<file path="config.mk">
export PLATFORM = sky130hd
export DESIGN_NAME = timing_loop_ctrl
export DESIGN_NICKNAME = d
export VERILOG_FILES = /design/src/rtl/qpsk_timing_pkg.sv /design/src/rtl/gardner_ted.sv /design/src/rtl/timing_loop_ctrl.sv
export SDC_FILE = /design/constraint.sdc
export NUM_CORES = 2
export LEC_CHECK = 0
export ABC_AREA = 1
export ABC_CLOCK_PERIOD_IN_PS = 7200
export BUFFER_PORTS_ARGS = -buffer_cell sky130_fd_sc_hd__buf_2
export CAP_MARGIN = 10
export CORE_MARGIN = 5
export CORE_UTILIZATION = 28
export DETAILED_ROUTE_END_ITERATION = 10
export HOLD_SLACK_MARGIN = 0.05
export SLEW_MARGIN = 20
export SYNTH_ARGS = -nofsm -noshare
export SYNTH_HDL_FRONTEND = slang
export SYNTH_SLANG_ARGS = --single-unit
</file>
<file path="constraint.sdc">
create_clock -name clk -period 7.2 [get_ports clk]
set_input_delay 0.36 -clock clk [delete_from_list [all_inputs] [get_ports clk]]
set_output_delay 0.36 -clock clk [all_outputs]
set_load 0.005 [all_outputs]
</file>
<file path="src/rtl/qpsk_timing_pkg.sv">
// Shared types, widths, loop constants and arithmetic helpers for the QPSK
// symbol-timing loop (timing_loop_ctrl and gardner_ted).
package qpsk_timing_pkg;

  localparam int SAMP_W = 16;
  localparam int ERR_W  = 16;
  localparam int WN_W   = 16;
  localparam int DIFF_W = 17;
  localparam int PROD_W = 33;
  localparam int SUM_W  = 34;
  localparam int FILT_W = 18;

  localparam int ERR_SHIFT = 14;
  localparam int KP_SHIFT  = 4;
  localparam int KI_SHIFT  = 8;

  localparam logic [WN_W-1:0] WN_NOM   = 16'h4000;
  localparam logic [WN_W-1:0] WN_MIN   = 16'h3000;
  localparam logic [WN_W-1:0] WN_MAX   = 16'h5000;
  localparam logic [15:0]     INT_LIM  = 16'h0800;
  localparam logic [15:0]     LOCK_THR = 16'd64;
  localparam logic [7:0]      LOCK_CNT = 8'd32;

  typedef enum logic [1:0] {
    S_INIT = 2'd0,
    S_MID  = 2'd1,
    S_SYM  = 2'd2
  } phase_t;

  function automatic logic signed [ERR_W-1:0] sat16(input logic signed [SUM_W-1:0] x);
    if (x > 34'sd32767)
      sat16 = 16'sh7fff;
    else if (x < -34'sd32768)
      sat16 = 16'sh8000;
    else
      sat16 = x[ERR_W-1:0];
  endfunction

  function automatic logic signed [FILT_W-1:0] clamp18(input logic signed [FILT_W-1:0] x,
                                                       input logic signed [FILT_W-1:0] lo,
                                                       input logic signed [FILT_W-1:0] hi);
    if (x > hi)
      clamp18 = hi;
    else if (x < lo)
      clamp18 = lo;
    else
      clamp18 = x;
  endfunction

endpackage

</file>
<file path="src/rtl/gardner_ted.sv">
// Three-stage Gardner timing error pipeline: differences, products, then
// sum / arithmetic shift / saturate. Initiation interval of one.
module gardner_ted
  import qpsk_timing_pkg::*;
#(
  parameter int SHIFT = ERR_SHIFT
) (
  input  logic                     clk,
  input  logic                     rst,
  input  logic                     i_valid,
  input  logic signed [SAMP_W-1:0] i_prev_i,
  input  logic signed [SAMP_W-1:0] i_prev_q,
  input  logic signed [SAMP_W-1:0] i_mid_i,
  input  logic signed [SAMP_W-1:0] i_mid_q,
  input  logic signed [SAMP_W-1:0] i_cur_i,
  input  logic signed [SAMP_W-1:0] i_cur_q,
  output logic                     o_valid,
  output logic signed [ERR_W-1:0]  o_err
);

  logic                     r_v1, r_v2, r_v3;
  logic signed [DIFF_W-1:0] r_d_i, r_d_q;
  logic signed [SAMP_W-1:0] r_m_i, r_m_q;
  logic signed [PROD_W-1:0] r_p_i, r_p_q;
  logic signed [ERR_W-1:0]  r_err;

  logic signed [DIFF_W-1:0] w_prev_i_x, w_prev_q_x, w_cur_i_x, w_cur_q_x;
  logic signed [PROD_W-1:0] w_m_i_x, w_m_q_x, w_d_i_x, w_d_q_x;
  logic signed [SUM_W-1:0]  w_p_i_x, w_p_q_x, w_sum, w_shift;

  // Operands are sign-extended to the result width before each operation.
  assign w_prev_i_x = i_prev_i;
  assign w_prev_q_x = i_prev_q;
  assign w_cur_i_x  = i_cur_i;
  assign w_cur_q_x  = i_cur_q;
  assign w_m_i_x    = r_m_i;
  assign w_m_q_x    = r_m_q;
  assign w_d_i_x    = r_d_i;
  assign w_d_q_x    = r_d_q;
  assign w_p_i_x    = r_p_i;
  assign w_p_q_x    = r_p_q;
  assign w_sum      = w_p_i_x + w_p_q_x;
  assign w_shift    = w_sum >>> SHIFT;

  always_ff @(posedge clk) begin
    if (rst) begin
      r_v1  <= 1'b0;
      r_v2  <= 1'b0;
      r_v3  <= 1'b0;
      r_d_i <= '0;
      r_d_q <= '0;
      r_m_i <= '0;
      r_m_q <= '0;
      r_p_i <= '0;
      r_p_q <= '0;
      r_err <= '0;
    end else begin
      r_v1  <= i_valid;
      r_d_i <= w_prev_i_x - w_cur_i_x;
      r_d_q <= w_prev_q_x - w_cur_q_x;
      r_m_i <= i_mid_i;
      r_m_q <= i_mid_q;
      r_v2  <= r_v1;
      r_p_i <= w_m_i_x * w_d_i_x;
      r_p_q <= w_m_q_x * w_d_q_x;
      r_v3  <= r_v2;
      r_err <= sat16(w_shift);
    end
  end

  assign o_valid = r_v3;
  assign o_err   = r_err;

endmodule

</file>
<file path="src/rtl/timing_loop_ctrl.sv">
// Symbol-timing loop: strobe phase FSM, Gardner error, PI loop filter driving wn.
// Optional lock detector enabled by defining TIMING_LOCK_DET_EN.
module timing_loop_ctrl
  import qpsk_timing_pkg::*;
(
  input  logic              clk,
  input  logic              rst,
  input  logic              loop_en,
  input  logic              strobe,
  input  logic [SAMP_W-1:0] interp_i,
  input  logic [SAMP_W-1:0] interp_q,
  output logic [WN_W-1:0]   wn,
  output logic              sym_valid,
  output logic [SAMP_W-1:0] sym_i,
  output logic [SAMP_W-1:0] sym_q,
  output logic              locked,
  output logic [1:0]        o_dbg_state,
  output logic [15:0]       o_dbg_integ
);

  // strobe is a qualifier, not a handshake: every strobe cycle carries a valid
  // sample and is always consumed; sym_valid is a one-cycle pulse with no ready.
  localparam logic signed [FILT_W-1:0] C_INT_HI = {2'b00, INT_LIM};
  localparam logic signed [FILT_W-1:0] C_INT_LO = -C_INT_HI;
  localparam logic signed [FILT_W-1:0] C_WN_NOM = {2'b00, WN_NOM};
  localparam logic signed [FILT_W-1:0] C_WN_MIN = {2'b00, WN_MIN};
  localparam logic signed [FILT_W-1:0] C_WN_MAX = {2'b00, WN_MAX};

  phase_t                   r_state;
  logic signed [SAMP_W-1:0] r_prev_i, r_prev_q, r_mid_i, r_mid_q;
  logic                     r_sym_valid;
  logic [SAMP_W-1:0]        r_sym_i, r_sym_q;
  logic signed [15:0]       r_integ;
  logic [WN_W-1:0]          r_wn;

  logic                     w_ted_fire;
  logic                     w_err_vld;
  logic signed [ERR_W-1:0]  w_err;
  logic signed [FILT_W-1:0] w_e18, w_e_kp, w_e_ki, w_integ18, w_integ_new, w_wn18, w_wn_new;

  assign w_ted_fire = strobe && (r_state == S_SYM);

  always_ff @(posedge clk) begin
    if (rst) begin
      r_state     <= S_INIT;
      r_prev_i    <= '0;
      r_prev_q    <= '0;
      r_mid_i     <= '0;
      r_mid_q     <= '0;
      r_sym_valid <= 1'b0;
      r_sym_i     <= '0;
      r_sym_q     <= '0;
    end else begin
      r_sym_valid <= 1'b0;
      if (strobe) begin
        case (r_state)
          S_INIT, S_SYM: begin
            r_prev_i    <= interp_i;
            r_prev_q    <= interp_q;
            r_sym_valid <= 1'b1;
            r_sym_i     <= interp_i;
            r_sym_q     <= interp_q;
            r_state     <= S_MID;
          end
          S_MID: begin
            r_mid_i <= interp_i;
            r_mid_q <= interp_q;
            r_state <= S_SYM;
          end
          default: r_state <= S_INIT;
        endcase
      end
    end
  end

  gardner_ted #(
    .SHIFT(ERR_SHIFT)
  ) u_ted (
    .clk      (clk),
    .rst      (rst),
    .i_valid  (w_ted_fire),
    .i_prev_i (r_prev_i),
    .i_prev_q (r_prev_q),
    .i_mid_i  (r_mid_i),
    .i_mid_q  (r_mid_q),
    .i_cur_i  (interp_i),
    .i_cur_q  (interp_q),
    .o_valid  (w_err_vld),
    .o_err    (w_err)
  );

  always_comb begin
    w_e18       = {{2{w_err[ERR_W-1]}}, w_err};
    w_e_kp      = w_e18 >>> KP_SHIFT;
    w_e_ki      = w_e18 >>> KI_SHIFT;
    w_integ18   = {{2{r_integ[15]}}, r_integ} + w_e_ki;
    w_integ_new = clamp18(w_integ18, C_INT_LO, C_INT_HI);
    w_wn18      = C_WN_NOM + w_e_kp + w_integ_new;
    w_wn_new    = clamp18(w_wn18, C_WN_MIN, C_WN_MAX);
  end

  // An open loop overrides any filter update arriving in the same cycle.
  always_ff @(posedge clk) begin
    if (rst || !loop_en) begin
      r_integ <= '0;
      r_wn    <= WN_NOM;
    end else if (w_err_vld) begin
      r_integ <= w_integ_new[15:0];
      r_wn    <= w_wn_new[WN_W-1:0];
    end
  end

`ifdef TIMING_LOCK_DET_EN
  logic [7:0]         r_lock_cnt;
  logic               r_locked;
  logic signed [16:0] w_e17;
  logic [16:0]        w_abs_e;

  assign w_e17   = w_err;
  assign w_abs_e = w_e17[16] ? 17'(-w_e17) : 17'(w_e17);

  always_ff @(posedge clk) begin
    if (rst) begin
      r_lock_cnt <= '0;
      r_locked   <= 1'b0;
    end else if (w_err_vld) begin
      if (w_abs_e < {1'b0, LOCK_THR}) begin
        if (r_lock_cnt != LOCK_CNT)
          r_lock_cnt <= r_lock_cnt + 8'd1;
        if (r_lock_cnt >= LOCK_CNT - 8'd1)
          r_locked <= 1'b1;
      end else begin
        r_lock_cnt <= '0;
        r_locked   <= 1'b0;
      end
    end
  end

  assign locked = r_locked;
`else
  assign locked = 1'b0;
`endif

  assign wn          = r_wn;
  assign sym_valid   = r_sym_valid;
  assign sym_i       = r_sym_i;
  assign sym_q       = r_sym_q;
  assign o_dbg_state = r_state;
  assign o_dbg_integ = r_integ;

endmodule
</file>
==> flow_metrics.py <==
metrics = {
    "min_path": {
        "timing.hold.worst.class": "in -> reg",
        "hold_path_depth": 3,
    },
    "die": {
        "number_of_placed_i_o_pins": 104,
        "die_area_mm2": 0.128,
        "floorplan.initialDensity": 0.282,
        "core_rows": 127,
        "fp.coreArea_mm2": 0.120,
        "die-width_um": 358,
        "dieHeight_um": 358,
    },
    "logic_synthesis": {
        "yosysUniqueCellTypes": 51,
        "synth.area.top_cells": "fa_1, dfxtp_1, inv_1",
        "postSynth.topFlopCell": "dfxtp_1",
        "synth.cell_area_mm2": 0.0339,
        "postSynthCellCount": 4432,
        "synth.yosys.seq_area_share": 0.145,
        "post_synth.cell_area_avg_um2": 7.64,
        "mappedNetlistNets": 5306,
        "synth-seq-cells": 246,
        "synth.largest_area_cell": "fa_1",
        "yosysTopAreaCellShare": 0.329,
        "yosysWarnings": 0,
        "synth_enable_flop_cells": 0,
        "synth_async_sr_flop_share": 0,
    },
    "setup_path": {
        "critical_path_sink_type": "flop",
        "arrival_ns": 6.85,
        "critPathKind": "reg -> reg",
        "critPathMaxFanout": 16,
        "timing.critical_path.slowest_cell_delay_ns": 0.80,
        "ff2ff_path_depth": 22,
        "path_cells": "nand2_1, fa_1, inv_1, fa_1, inv_1, fa_1, inv_1, fa_1, inv_1, fa_1, inv_1, fa_1, ha_1, nand2_1, inv_1, nand3_1, nor3_1, a21oi_1, o21ai_0, a21oi_1, o21ai_0, a21oi_1",
        "slowest_stage": "dfxtp_1",
        "worst-endpoint-required_ns": 7.66,
        "cp-start-kind": "flop",
    },
    "clocking": {
        "cts_setup_buffers": 0,
        "cts_tree": "done",
        "clk_transition_reported_paths_ns": 0.06,
        "cts_root_buf": "clkbuf_16",
        "numCtsBuffers": 29,
        "cts.path.max_buffers": 3,
        "clock_latency_ns": 0.60,
        "h_tree_levels": 1,
        "cts_num_sinks": 246,
        "cts_repair_resize_count": 0,
    },
    "power_and_ir_drop": {
        "p_switching_mw": 2.34,
        "power.share.sequential": 0.311,
        "power_switching_share": 0.420,
        "p_int_mw": 3.24,
        "share_clk_of_total_power": 0.287,
        "power.density_cell_area_mw_per_mm2": 150,
        "combPwrFrac": 0.402,
        "peakVddDrop_v": 0.000162,
        "p_leak_nw": 18.6,
    },
    "routing": {
        "dr_total_vias": 27087,
        "count_of_nets_left_with_antenna_violations_after_detail_routing": 0,
        "detail_route.wl_per_cell_um": 14.6,
        "route.detailed.drc": 0,
        "wirelength_mm": 89.2,
        "routed_via_density": 4.44,
        "detailedRoute.firstPassIterationCount": 6,
        "drt-initial-drc-count": 1578,
    },
    "finish": {
        "final_layout_size_suffix_gt1_frac": 0.0552,
        "antenna-diode-count": 0,
        "layout.nets": 5340,
        "area_delta_synth_final_pct": 10.0,
        "post-route-util": 0.310,
        "fillCellCount": 12946,
        "layout.cells.most_common": "inv_1",
        "most_frequent_cells_in_the_layout": "inv_1, nand2_1, fa_1",
    },
    "sta": {
        "clock.fmax_mhz": 157,
        "final_min_period_over_clock_period": 0.887,
        "timing.slew.headroom": 0.362,
        "report.final.slew_viol_count": 0,
        "worst_pin_slew_ns": 0.957,
        "time_the_final_worst_path_needs_with_i_o_delays_and_setup_ns": 6.39,
        "maximum_clock_skew_at_final_layout_ns": 0.00957,
        "totalNegativeSetupSlack_ns": 0,
        "grt_setup_unrepaired": "false",
        "finalHoldWorstSlack_ns": 0.0916,
        "setup-violations-final": 0,
        "final_hold_viol_count": 0,
    },
    "job": {
        "timing.max_cap.violations": 0,
    },
    "placed_design": {
        "hpwl_mm": 73.9,
        "gp_routability_congestion": 0.870,
        "portBuffers": 102,
    },
    "global_routing": {
        "grt_first_pass_wirelength_mm": 149,
        "pin_count_of_the_biggest_net_entering_global_routing": 94,
        "overflow": 0,
        "grt_util_all_layers": 0.142,
        "grt_pass1_vias": 28091,
        "antenna_found_initial": 0,
    },
    "run_status": {
        "outcome": "complete, no violations",
    },
}
-- area by class of cell --
type / count / area, um^2 / area share
clock buffer: 36 / 782 / 0.0210
timing repair buffer: 150 / 928 / 0.0249
clock inverter: 18 / 245 / 0.00658
sequential: 246 / 4930 / 0.132
inverter: 1102 / 4140 / 0.111
multi-input combinational: 2937 / 24200 / 0.650
tap: 1612 / 2020 / 0.0541
-- through the flow --
stage / setup WS [ns] / instance area [um^2] / cells / power, mW
3_3_place_gp: 0.968 / 36000 / 6025 / 3.98
5_1_grt: 0.350 / 37300 / 6101 / 6.06
3_5_place_dp: 0.948 / 36000 / 6025 / 4.00
6_report: 0.813 / 37300 / 6101 / 5.59
2_1_floorplan: 1.50 / 33900 / 4432 / 3.40
4_1_cts: 0.914 / 37300 / 6101 / 5.65
-- path summary, 6_finish.rpt --
kind,slack [ns],end,startpoint
setup / recovery,0.81,u_ted.r_p_q[23]$_SDFF_PP0_,u_ted.r_d_q[11]$_SDFF_PP0_
hold / removal,0.09,r_mid_i[1]$_SDFFE_PP0P_,interp_i[1]
setup reg to reg,0.81,u_ted.r_p_q[23]$_SDFF_PP0_,u_ted.r_d_q[11]$_SDFF_PP0_
hold reg to reg,0.41,u_ted.r_m_q[13]$_SDFF_PP0_,r_mid_q[13]$_SDFFE_PP0P_
-- cell families after synthesis --
kind of cell | after synthesis | share of synthesized area
XOR/XNOR | 42 | 0.0109
buffers and inverters | 1249 | 0.140
adder cells (fa/ha/maj) | 838 | 0.433
AND/OR/NAND/NOR | 1423 | 0.170
other | 1 | 0.000111
flip-flops | 246 | 0.145
AO/OA/AOI/OAI | 633 | 0.101
-- Yosys cell counts, types with 32 or more instances --
cell type and n:
inv_1 1098, nand2_1 983, fa_1 556, a21oi_1 328, ha_1 282, dfxtp_1 246
nor2_1 229, o21ai_0 201, clkbuf_1 138, nand3_1 95, or2_2 32
-- power groups by stage --
| stage | Combinational (mW) | Clock (mW) | Sequential, mW |
|---|---|---|---|
| finish | 2.25 | 1.61 | 1.74 |
| global route | 2.60 | 1.71 | 1.75 |
| CTS | 2.26 | 1.66 | 1.73 |
| detailed placement | 2.24 | 0 | 1.76 |
| global placement | 2.22 | 0 | 1.76 |
| floorplan | 1.80 | 0 | 1.60 |
-- state kept, by name, summed over array words and instances (netlist names), 17 cells and up --
signal,flops
u_ted.r_d_q,17
u_ted.r_d_i,17
u_ted.r_p_q,33
u_ted.r_p_i,33
-- per-layer routing --
metal  routed length (um)  global-route usage
met4                 1970              0.0268
met2                42100               0.245
met5                    0                   0
met3                 4300              0.0180
met1                40800               0.193
-- repair_timing --
item | in CTS | in global routing
endpoints found under the setup margin | 0 | 0
hold endpoints to repair | 41 | 0
hold buffers | 22 | 0
-- critical path: cells and delay by family (launching register included) --
| family | cells | cell delay, ns |
|---|---|---|
| adders and majority gates | 7 | 3.37 |
| AOI/OAI and AO/OA | 5 | 0.87 |
| and+or+nand+nor | 4 | 0.83 |
| DFF | 1 | 0.80 |
| buffers and inverters | 6 | 0.37 |
No activity file was read; power rests on OpenSTA's default activity.
